--- config.mk ---
export PLATFORM = sky130hd
export DESIGN_NAME = drive_input_encoder
export DESIGN_NICKNAME = d
export VERILOG_FILES = /design/src/rtl/drive_input_encoder_pkg.sv /design/src/rtl/drive_input_encoder_axis_arbiter.sv /design/src/rtl/drive_input_encoder.sv
export SDC_FILE = /design/constraint.sdc
export NUM_CORES = 1
export LEC_CHECK = 0
export BUFFER_PORTS_ARGS = -buffer_cell sky130_fd_sc_hd__buf_2
export CORE_MARGIN = 5
export CORE_UTILIZATION = 28
export DETAILED_ROUTE_END_ITERATION = 7
export SYNTH_ARGS = -nofsm -noshare
export SYNTH_HDL_FRONTEND = slang
export SYNTH_HIERARCHICAL = 1
export SYNTH_SLANG_ARGS = --single-unit
--- constraint.sdc ---
create_clock -name clk -period 3.9 [get_ports clk]
set_input_delay 0.39 -clock clk [delete_from_list [all_inputs] [get_ports clk]]
set_output_delay 0.39 -clock clk [all_outputs]
set_load 0.03 [all_outputs]
--- src/rtl/drive_input_encoder_pkg.sv ---
// rtl/drive_input_encoder_pkg.sv - scan codes, axis encodings and parser states for the drive input encoder
package drive_input_encoder_pkg;

  localparam logic [7:0] SC_W      = 8'h1D;
  localparam logic [7:0] SC_S      = 8'h1B;
  localparam logic [7:0] SC_A      = 8'h1C;
  localparam logic [7:0] SC_D      = 8'h23;
  localparam logic [7:0] SC_LSHIFT = 8'h12;
  localparam logic [7:0] SC_RSHIFT = 8'h59;
  localparam logic [7:0] SC_ENTER  = 8'h5A;
  localparam logic [7:0] SC_UP     = 8'h75;
  localparam logic [7:0] SC_DOWN   = 8'h72;
  localparam logic [7:0] SC_LEFT   = 8'h6B;
  localparam logic [7:0] SC_RIGHT  = 8'h74;
  localparam logic [7:0] SC_EXT    = 8'hE0;
  localparam logic [7:0] SC_BRK    = 8'hF0;

  localparam logic [1:0] CODE_NONE  = 2'd0;
  localparam logic [1:0] CODE_LEFT  = 2'd1;
  localparam logic [1:0] CODE_RIGHT = 2'd2;
  localparam logic [1:0] CODE_UP    = 2'd1;
  localparam logic [1:0] CODE_DOWN  = 2'd2;

  // Game-state value in which the physics engines consume drive levels
  localparam logic [2:0] RACE_STATE_CODE = 3'd4;

  localparam int K_P1_UP    = 0;
  localparam int K_P1_DOWN  = 1;
  localparam int K_P1_LEFT  = 2;
  localparam int K_P1_RIGHT = 3;
  localparam int K_P1_BOOST = 4;
  localparam int K_P2_UP    = 5;
  localparam int K_P2_DOWN  = 6;
  localparam int K_P2_LEFT  = 7;
  localparam int K_P2_RIGHT = 8;
  localparam int K_P2_BOOST = 9;
  localparam int K_ENTER    = 10;
  localparam int NUM_KEYS   = 11;

  typedef enum logic [1:0] {
    PS_IDLE,
    PS_EXT,
    PS_BRK,
    PS_EXT_BRK
  } parse_state_e;

  // neg = left/up (code 1), pos = right/down (code 2); ties go to the last fresh press
  function automatic logic [1:0] axis_code(input logic neg_held, input logic pos_held,
                                           input logic last_pos);
    logic [1:0] c;
    case ({neg_held, pos_held})
      2'b10:   c = CODE_LEFT;
      2'b01:   c = CODE_RIGHT;
      2'b11:   c = last_pos ? CODE_RIGHT : CODE_LEFT;
      default: c = CODE_NONE;
    endcase
    return c;
  endfunction

endpackage

--- src/rtl/drive_input_encoder_axis_arbiter.sv ---
// rtl/drive_input_encoder_axis_arbiter.sv - held bits and last-pressed-wins resolution for one axis
module drive_input_encoder_axis_arbiter
  import drive_input_encoder_pkg::*;
(
  input  logic       clk,
  input  logic       rst,
  input  logic       neg_make,
  input  logic       neg_break,
  input  logic       pos_make,
  input  logic       pos_break,
  output logic [1:0] code
);

  logic neg_q, neg_d;
  logic pos_q, pos_d;
  logic last_q, last_d;

  always_ff @(posedge clk) begin
    if (rst) begin
      neg_q  <= 1'b0;
      pos_q  <= 1'b0;
      last_q <= 1'b0;
    end else begin
      neg_q  <= neg_d;
      pos_q  <= pos_d;
      last_q <= last_d;
    end
  end

  // Typematic repeats of an already-held key must not steal the axis
  always_comb begin
    neg_d  = neg_q;
    pos_d  = pos_q;
    last_d = last_q;
    if (neg_make) begin
      neg_d = 1'b1;
      if (!neg_q) last_d = 1'b0;
    end
    if (neg_break) neg_d = 1'b0;
    if (pos_make) begin
      pos_d = 1'b1;
      if (!pos_q) last_d = 1'b1;
    end
    if (pos_break) pos_d = 1'b0;
  end

  // Resolved from next-state so the top can register it with one cycle of latency
  assign code = axis_code(neg_d, pos_d, last_d);

endmodule

--- src/rtl/drive_input_encoder.sv ---
// rtl/drive_input_encoder.sv - PS/2 set-2 byte stream to per-car drive levels and menu start pulse
module drive_input_encoder
  import drive_input_encoder_pkg::*;
#(
  parameter int         CLK_FREQ       = 100_000_000,
  parameter int         PREFIX_TIMEOUT = CLK_FREQ / 500,
  parameter logic [2:0] RACE_STATE     = RACE_STATE_CODE
) (
  input  logic       clk,
  input  logic       rst,
  input  logic       byte_valid,
  input  logic [7:0] byte_data,
  input  logic [2:0] state,
  output logic [1:0] p1_h_code,
  output logic [1:0] p1_v_code,
  output logic       p1_boost,
  output logic [1:0] p2_h_code,
  output logic [1:0] p2_v_code,
  output logic       p2_boost,
  output logic       start_pulse
);

  localparam int CW = $clog2(PREFIX_TIMEOUT + 1);

  parse_state_e ps_q, ps_d, ps_cur;
  logic [CW-1:0] cnt_q, cnt_d;
  logic timed_out, ev_make, ev_brk, ev_ext;
  logic [NUM_KEYS-1:0] key_hit, mk, bk;
  logic b1_q, b1_d, b2_q, b2_d, enter_q, enter_d, start_d, race;
  logic [1:0] p1_h_nxt, p1_v_nxt, p2_h_nxt, p2_v_nxt;
  logic [1:0] p1_h_q, p1_v_q, p2_h_q, p2_v_q;
  logic p1_b_q, p2_b_q, start_q;

  // A stale prefix is dropped before the current byte is parsed
  always_comb begin
    timed_out = (ps_q != PS_IDLE) && (cnt_q == CW'(PREFIX_TIMEOUT));
    ps_cur    = timed_out ? PS_IDLE : ps_q;
    ps_d      = ps_cur;
    ev_make   = 1'b0;
    ev_brk    = 1'b0;
    ev_ext    = 1'b0;
    if (byte_valid) begin
      case (ps_cur)
        PS_IDLE: begin
          if (byte_data == SC_EXT)      ps_d = PS_EXT;
          else if (byte_data == SC_BRK) ps_d = PS_BRK;
          else                          ev_make = 1'b1;
        end
        PS_EXT: begin
          if (byte_data == SC_BRK) ps_d = PS_EXT_BRK;
          else if (byte_data != SC_EXT) begin
            ev_make = 1'b1;
            ev_ext  = 1'b1;
            ps_d    = PS_IDLE;
          end
        end
        PS_BRK: begin
          ev_brk = 1'b1;
          ps_d   = PS_IDLE;
        end
        default: begin
          ev_brk = 1'b1;
          ev_ext = 1'b1;
          ps_d   = PS_IDLE;
        end
      endcase
    end
    if (byte_valid)             cnt_d = '0;
    else if (ps_cur != PS_IDLE) cnt_d = cnt_q + CW'(1);
    else                        cnt_d = '0;
  end

  always_comb begin
    key_hit = '0;
    if (!ev_ext) begin
      case (byte_data)
        SC_W:      key_hit[K_P1_UP]    = 1'b1;
        SC_S:      key_hit[K_P1_DOWN]  = 1'b1;
        SC_A:      key_hit[K_P1_LEFT]  = 1'b1;
        SC_D:      key_hit[K_P1_RIGHT] = 1'b1;
        SC_LSHIFT: key_hit[K_P1_BOOST] = 1'b1;
        SC_RSHIFT: key_hit[K_P2_BOOST] = 1'b1;
        SC_ENTER:  key_hit[K_ENTER]    = 1'b1;
        default:   ;
      endcase
    end else begin
      case (byte_data)
        SC_UP:    key_hit[K_P2_UP]    = 1'b1;
        SC_DOWN:  key_hit[K_P2_DOWN]  = 1'b1;
        SC_LEFT:  key_hit[K_P2_LEFT]  = 1'b1;
        SC_RIGHT: key_hit[K_P2_RIGHT] = 1'b1;
        default:  ;
      endcase
    end
    mk = ev_make ? key_hit : '0;
    bk = ev_brk  ? key_hit : '0;
  end

  always_comb begin
    b1_d    = (b1_q    | mk[K_P1_BOOST]) & ~bk[K_P1_BOOST];
    b2_d    = (b2_q    | mk[K_P2_BOOST]) & ~bk[K_P2_BOOST];
    enter_d = (enter_q | mk[K_ENTER])    & ~bk[K_ENTER];
    start_d = mk[K_ENTER] & ~enter_q;
    race    = (state == RACE_STATE);
  end

  drive_input_encoder_axis_arbiter u_p1_h (
    .clk(clk), .rst(rst),
    .neg_make(mk[K_P1_LEFT]), .neg_break(bk[K_P1_LEFT]),
    .pos_make(mk[K_P1_RIGHT]), .pos_break(bk[K_P1_RIGHT]),
    .code(p1_h_nxt)
  );

  drive_input_encoder_axis_arbiter u_p1_v (
    .clk(clk), .rst(rst),
    .neg_make(mk[K_P1_UP]), .neg_break(bk[K_P1_UP]),
    .pos_make(mk[K_P1_DOWN]), .pos_break(bk[K_P1_DOWN]),
    .code(p1_v_nxt)
  );

  drive_input_encoder_axis_arbiter u_p2_h (
    .clk(clk), .rst(rst),
    .neg_make(mk[K_P2_LEFT]), .neg_break(bk[K_P2_LEFT]),
    .pos_make(mk[K_P2_RIGHT]), .pos_break(bk[K_P2_RIGHT]),
    .code(p2_h_nxt)
  );

  drive_input_encoder_axis_arbiter u_p2_v (
    .clk(clk), .rst(rst),
    .neg_make(mk[K_P2_UP]), .neg_break(bk[K_P2_UP]),
    .pos_make(mk[K_P2_DOWN]), .pos_break(bk[K_P2_DOWN]),
    .code(p2_v_nxt)
  );

  always_ff @(posedge clk) begin
    if (rst) begin
      ps_q    <= PS_IDLE;
      cnt_q   <= '0;
      b1_q    <= 1'b0;
      b2_q    <= 1'b0;
      enter_q <= 1'b0;
      p1_h_q  <= CODE_NONE;
      p1_v_q  <= CODE_NONE;
      p2_h_q  <= CODE_NONE;
      p2_v_q  <= CODE_NONE;
      p1_b_q  <= 1'b0;
      p2_b_q  <= 1'b0;
      start_q <= 1'b0;
    end else begin
      ps_q    <= ps_d;
      cnt_q   <= cnt_d;
      b1_q    <= b1_d;
      b2_q    <= b2_d;
      enter_q <= enter_d;
      // Held bits keep tracking outside the race; only the drive levels are masked
      p1_h_q  <= race ? p1_h_nxt : CODE_NONE;
      p1_v_q  <= race ? p1_v_nxt : CODE_NONE;
      p2_h_q  <= race ? p2_h_nxt : CODE_NONE;
      p2_v_q  <= race ? p2_v_nxt : CODE_NONE;
      p1_b_q  <= race & b1_d;
      p2_b_q  <= race & b2_d;
      start_q <= start_d;
    end
  end

  assign p1_h_code   = p1_h_q;
  assign p1_v_code   = p1_v_q;
  assign p1_boost    = p1_b_q;
  assign p2_h_code   = p2_h_q;
  assign p2_v_code   = p2_v_q;
  assign p2_boost    = p2_b_q;
  assign start_pulse = start_q;

endmodule

==> results of run 1 <==
stage by stage:
step	total power, mW	hold WS (ns)	cells	util (%)	worst slack [ns]
after floorplan	0.495	0.401	265	-	1.66
after global placement	0.512	0.416	391	31.2	1.56
after detailed placement	0.512	0.414	391	31.2	1.49
after global routing	0.889	0.458	399	32.6	1.27
after CTS	0.874	0.437	399	32.6	1.47
final	0.854	0.430	399	32.6	1.49
routing by layer:
layer	GRT usage, %	share of wire, %	vias to the layer above
met5	0	0	-
met4	3.68	1.5	0
met3	2.00	2.7	4
met2	14.4	45	27
met1	13.8	51	868
li1	-	-	986
worst max-delay path, stage by stage, from the launching register on:
cell	delay (ns)
dfxtp_1	0.40
inv_1	0.06
ha_1	0.18
and4b_1	0.20
nand4_2	0.14
nor2_2	0.08
or4b_1	0.55
nor2_1	0.25
nand2b_4	0.07
o221a_1	0.23
and2_1	0.13
sequential cells by signal, summed over array words and instances, names as in the netlist, 2 cells and up:
name and flops:
ps_q 2, p1_v_code 2, p2_v_code 2, p1_h_code 2, cnt_q 18, p2_h_code 2
power by group:
part	leakage [nW]	switching, mW	internal (mW)
logic	0.445	0.0205	0.0108
registers	0.370	0.000214	0.469
clock network	0.0514	0.162	0.191
kinds of logic (layout without fill, tap and decap cells):
kind of cell / after synthesis / count (layout)
AO/OA/AOI/OAI: 33 / 33
XOR/XNOR: 16 / 16
adder cells (fa/ha/maj): 2 / 2
buffers and inverters: 17 / 46
flip-flops: 46 / 46
multiplexers: 1 / 1
AND/OR/NAND/NOR: 150 / 150
cells in the mapped netlist (all sizes together) (4+ instances only):
| cell type | number |
|---|---|
| nand3 | 8 |
| a31oi | 8 |
| dfxtp | 46 |
| and2 | 10 |
| xnor2 | 7 |
| a21oi | 4 |
| nor3 | 14 |
| inv | 12 |
| o221a | 4 |
| o21ai | 6 |
| nand2b | 8 |
| nor4b | 6 |
| o21bai | 4 |
| nand2 | 19 |
| xor2 | 9 |
| nand4 | 9 |
| nor2 | 55 |
layout make-up:
cell class,instances,area share (%)
Clock inverter,2,1.41
Sequential cell,46,34.6
Tap cell,105,4.93
Multi-Input combinational cell,202,49.6
Timing Repair Buffer,26,5.07
Inverter,12,1.69
Clock buffer,6,2.72
path summary, 6_finish.rpt:
check,slack [ns],to,startpoint
min,0.43,start_pulse,enter_q
min reg2reg,0.43,start_pulse,enter_q
max reg2reg,1.49,p2_h_code[0],cnt_q[0]
max,1.49,p2_h_code[0],cnt_q[0]
==> flow_summary.ini, run 1 <==
[clock_tree]
cts_setup_buffers = 0
cts_buffers = 5
clkTransAtPathRegs_ns = 0.09
ctsResizeCount = 0
clockBufferDepth = 2
clock_sinks = 46
holdBufCountCts = 0
cts-root-buf = clkbuf_8
cts_tree = yes
worstSkewPairLatency_ns = 0.30
htreeDepth = 2

[final_layout]
final_common_cell = dfxtp_1
drive_above_1_share_pct = 21.4
final-seq-area_um2 = 921
layout_common_cells = 46 x dfxtp_1, 36 x nor2_1, 24 x buf_2, 19 x nand2_1, 14 x nor3_1
final_nets = 309
multi_input_area_um2 = 1320
postLayoutCellArea_um2 = 2660
fillers = 865
diodes = 0
syn_to_final_growth_pct = 14.3

[worst_setup_path]
endpoint_kind = flop
start_kind = flop
r2r_cells = 10
worst_ep_arrival_time_ns = 2.61
critPathRequiredTime_ns = 4.10
crit_type = reg -> reg
cp_max_fo = 6

[detailed_routing]
drt-initial-drc-count = 71
drc = 0
ant_nets = 0
via_per_inst = 4.72
wl_um = 4680
vias = 1885
routedWlPerCell_um = 11.7
dr.pass1.iters = 4

[yosys]
ys_ff_latch = 46
syn_area_um2 = 2330
synth_top_family_by_area = simple AND/OR/NAND/NOR gates
synthCells = 265
ys_seq_area_share_pct = 39.5
netlist.area_leader.share_pct = 39.5
synthFlopType = dfxtp_1
async_flop_share_pct = 0
synth-xor-area-share_pct = 6.01
yosys.area_share.adder_pct = 1.07
syn-num-nets = 281
synth_area_leaders = dfxtp_1 40%, nor2_1 5.8%, nor2_4 3.9%
yosys.area_share.simple_pct = 38.2
synth_compound_area_share_pct = 11.0
synth-edff-count = 0
yosys_warnings = 6
avgSynthCellArea_um2 = 8.80
yosysTopAreaCell = dfxtp_1
synth.area.mux_share_pct = 0.429
yosys.cell_types.count = 49

[power_and_ir_drop]
leakage_nw = 0.867
power_density_nw_per_um2 = 321
vdd_drop_max_mv = 0.121

[grt]
grt_pass1_vias = 1835
grt_start_max_net_pins = 21
grt_pass1_wl_um = 8150
antenna_found_initial = 0
track_usage_pct = 9.69
overflow = 0

[placed_design]
post-dp-hpwl_um = 3440
port_buffers = 24
post_dp_cell_area_um2 = 2550
routabilityCongestion = 0.779

[floorplanning]
start_util_pct = 28.5
fp.dieArea_um2 = 10200
core_um2 = 8180
io_pins = 25
die_w_um = 101
die_h_um = 101
rows = 33

[run_status]
status = finished clean

[sta]
drv_slew = 0
slew_headroom_pct = 49.2
clock.fmax_mhz = 415
period_share_pct = 61.7
hold_viol_final = 0
tightest_slew_ns = 0.751
fin_worst_skew_ns = 0.00914
tns_ns = 0
min_period_ns = 2.41
grt_setup_unrepaired = false
setup_viol = 0

[min_path]
min_path_type = reg -> reg
min_path_cells = 1

[run]
cap_violations = 0
Note: power is estimated with default switching activity, not from simulation.
==> run 2: changes to the inputs <==
- clock period: 3.9 -> 2.35 ns (I/O delays scaled with it)
==> flow_summary.ini, run 2 (synthesis gave the netlist of run 1 again) <==
[final_layout]
final_common_cell = dfxtp_1
regMostFlops = cnt_q
layout_common_cells = 46 x dfxtp_1, 31 x nor2_1, 24 x buf_2, 19 x nand2_1, 15 x nor2_2
fin_util_pct = 33.7
final_nets = 320
drive_above_1_share_pct = 26.9
diodes = 0
fillers = 869
syn_to_final_growth_pct = 18.1
largest_register_ffs = 18
fin_cells = 410

[placed_design]
dp_cells = 402
routabilityCongestion = 0.789
port_buffers = 24
post-dp-hpwl_um = 3500

[floorplanning]
io_pins = 25
start_util_pct = 28.5
rows = 33
die_w_um = 101
die_h_um = 101
core_um2 = 8180
fp.dieArea_um2 = 10200

[worst_setup_path]
r2r_cells = 10
start_kind = flop
worst_ep_arrival_time_ns = 2.41
cp_slowest_stage_delay_ns = 0.54
r2r_start = cnt_q[1]
reg2reg_to = p2_h_code[0]
r2r_setup_slack_ns = 0.14
cp_max_fo = 6
crit_type = reg -> reg
critPathRequiredTime_ns = 2.55
cp_cell_sequence = inv_1, ha_1, and4b_1, nand4_2, nor2_4, or4b_4, nor2_2, nand2b_4, o221a_1, and2_1
cp_slowest_cell = or4b_4
endpoint_kind = flop

[detailed_routing]
wl_um = 4740
drc = 0
dr.pass1.iters = 4
ant_nets = 0
drt-initial-drc-count = 169
vias = 1913
highest-signal-layer = met4
routedWlPerCell_um = 11.5
via_per_inst = 4.67
wl_met3_um = 157
met1Wirelength_um = 2370
dr_wl_met2_um = 2120

[grt]
overflow = 0
track_usage_pct = 9.63
grt_pass1_vias = 1797
grt_start_max_net_pins = 21
antenna_found_initial = 0
grt_pass1_wl_um = 8020

[clock_tree]
cts_buffers = 5
worstSkewPairLatency_ns = 0.30
htreeDepth = 2
cts_setup_buffers = 0
clkTransAtPathRegs_ns = 0.09
cts_tree = yes
holdBufCountCts = 0
clock_sinks = 46
cts-root-buf = clkbuf_8
clockBufferDepth = 2

[min_path]
worstHoldStart = rst
min_path_cells = 2
min_path_type = in -> reg
hold_path_end = u_p1_v/pos_q

[sta]
tightest_slew_ns = 0.637
hold_viol_final = 0
clock.fmax_mhz = 453
drv_slew = 0
min_period_ns = 2.21
period_share_pct = 93.9
slew_headroom_pct = 56.9
fin_worst_skew_ns = 0.00943
setup_viol = 0

[run]
cap_violations = 0

[power_and_ir_drop]
leakage_nw = 0.916
vdd_drop_max_mv = 0.206
power_density_nw_per_um2 = 481

[run_status]
status = finished clean
==> run 2: cell types whose count changed in the layout (fill, tap and decap cells not counted) <==
cell,delta
or4b_1,-1
nor2_2,+4
nor2_1,-5
clkinv_4,+1
o21ai_0,-1
o21ai_1,+1
nor2_4,+1
bufinv_16,-1
or4b_4,+1
clkinv_2,+1
buf_4,+11
nor4_1,-1
nor4_2,+1
clkbuf_1,-1
==> run 2: worst max path at each step <==
| stage | depth (start not counted) | to | slack [ns] | from |
|---|---|---|---|---|
| after global routing | 10 | p2_h_code[0] | -0.0007 | cnt_q[1] |
| after CTS | 10 | p2_h_code[0] | 0.03 | cnt_q[1] |
| after global placement | 9 | p1_v_code[0] | 0.11 | cnt_q[13] |
| after detailed placement | 10 | p2_h_code[0] | 0.06 | cnt_q[1] |
| final | 10 | p2_h_code[0] | 0.14 | cnt_q[1] |
| after floorplan | 10 | p2_h_code[0] | 0.11 | cnt_q[0] |
==> run 2: report_power, final <==
| group | internal (mW) | total, mW | switching, mW |
|---|---|---|---|
| registers | 0.779 | 0.779 | 0.000303 |
| clock network | 0.209 | 0.489 | 0.280 |
| logic | 0.0218 | 0.0571 | 0.0353 |
==> run 2: metrics by stage <==
| step | area, um^2 | setup slack (ns) | hold WS (ns) | power (mW) | TNS (ns) |
|---|---|---|---|---|---|
| 3_5_place_dp | 2640 | 0.0577 | 0.420 | 0.854 | 0 |
| 2_1_floorplan | 2330 | 0.110 | 0.304 | 0.822 | 0 |
| 6_report | 2750 | 0.145 | 0.342 | 1.33 | 0 |
| 3_3_place_gp | 2640 | 0.106 | 0.415 | 0.854 | 0 |
| 4_1_cts | 2730 | 0.0254 | 0.328 | 1.35 | 0 |
| 5_1_grt | 2750 | -0.000691 | 0.343 | 1.38 | -0.000691 |
==> run 2: layout make-up <==
cell class                 instances  area [um^2]  area share [%]
multi-input combinational        202         1350            49.0
clock buffer                       5         68.8            2.50
inverter                          12         45.0            1.64
timing repair buffer              37          218            7.91
tap                              105          131            4.77
clock inverter                     3         21.3           0.772
sequential                        46          921            33.4
==> run 2: routing by layer <==
metal	global-route usage (%)	vias up
met4	4.29	0
met2	14.6	25
met3	2.07	6
li1	-	1008
met5	0	-
met1	13.1	874
==> run 2: worst max-delay path, delay by kind of cell (launching register included) <==
kind                     cells  cell delay (ns)
adder cells (fa/ha/maj)      1             0.16
flip-flops                   1             0.36
AO/OA/AOI/OAI                1             0.22
AND/OR/NAND/NOR              7             1.30
buffers and inverters        1             0.05
==> run 2: what timing repair did <==
action	in CTS	in global routing
gates resized for setup	0	9
endpoints found under the hold margin	0	0
endpoints found under the setup margin	0	7
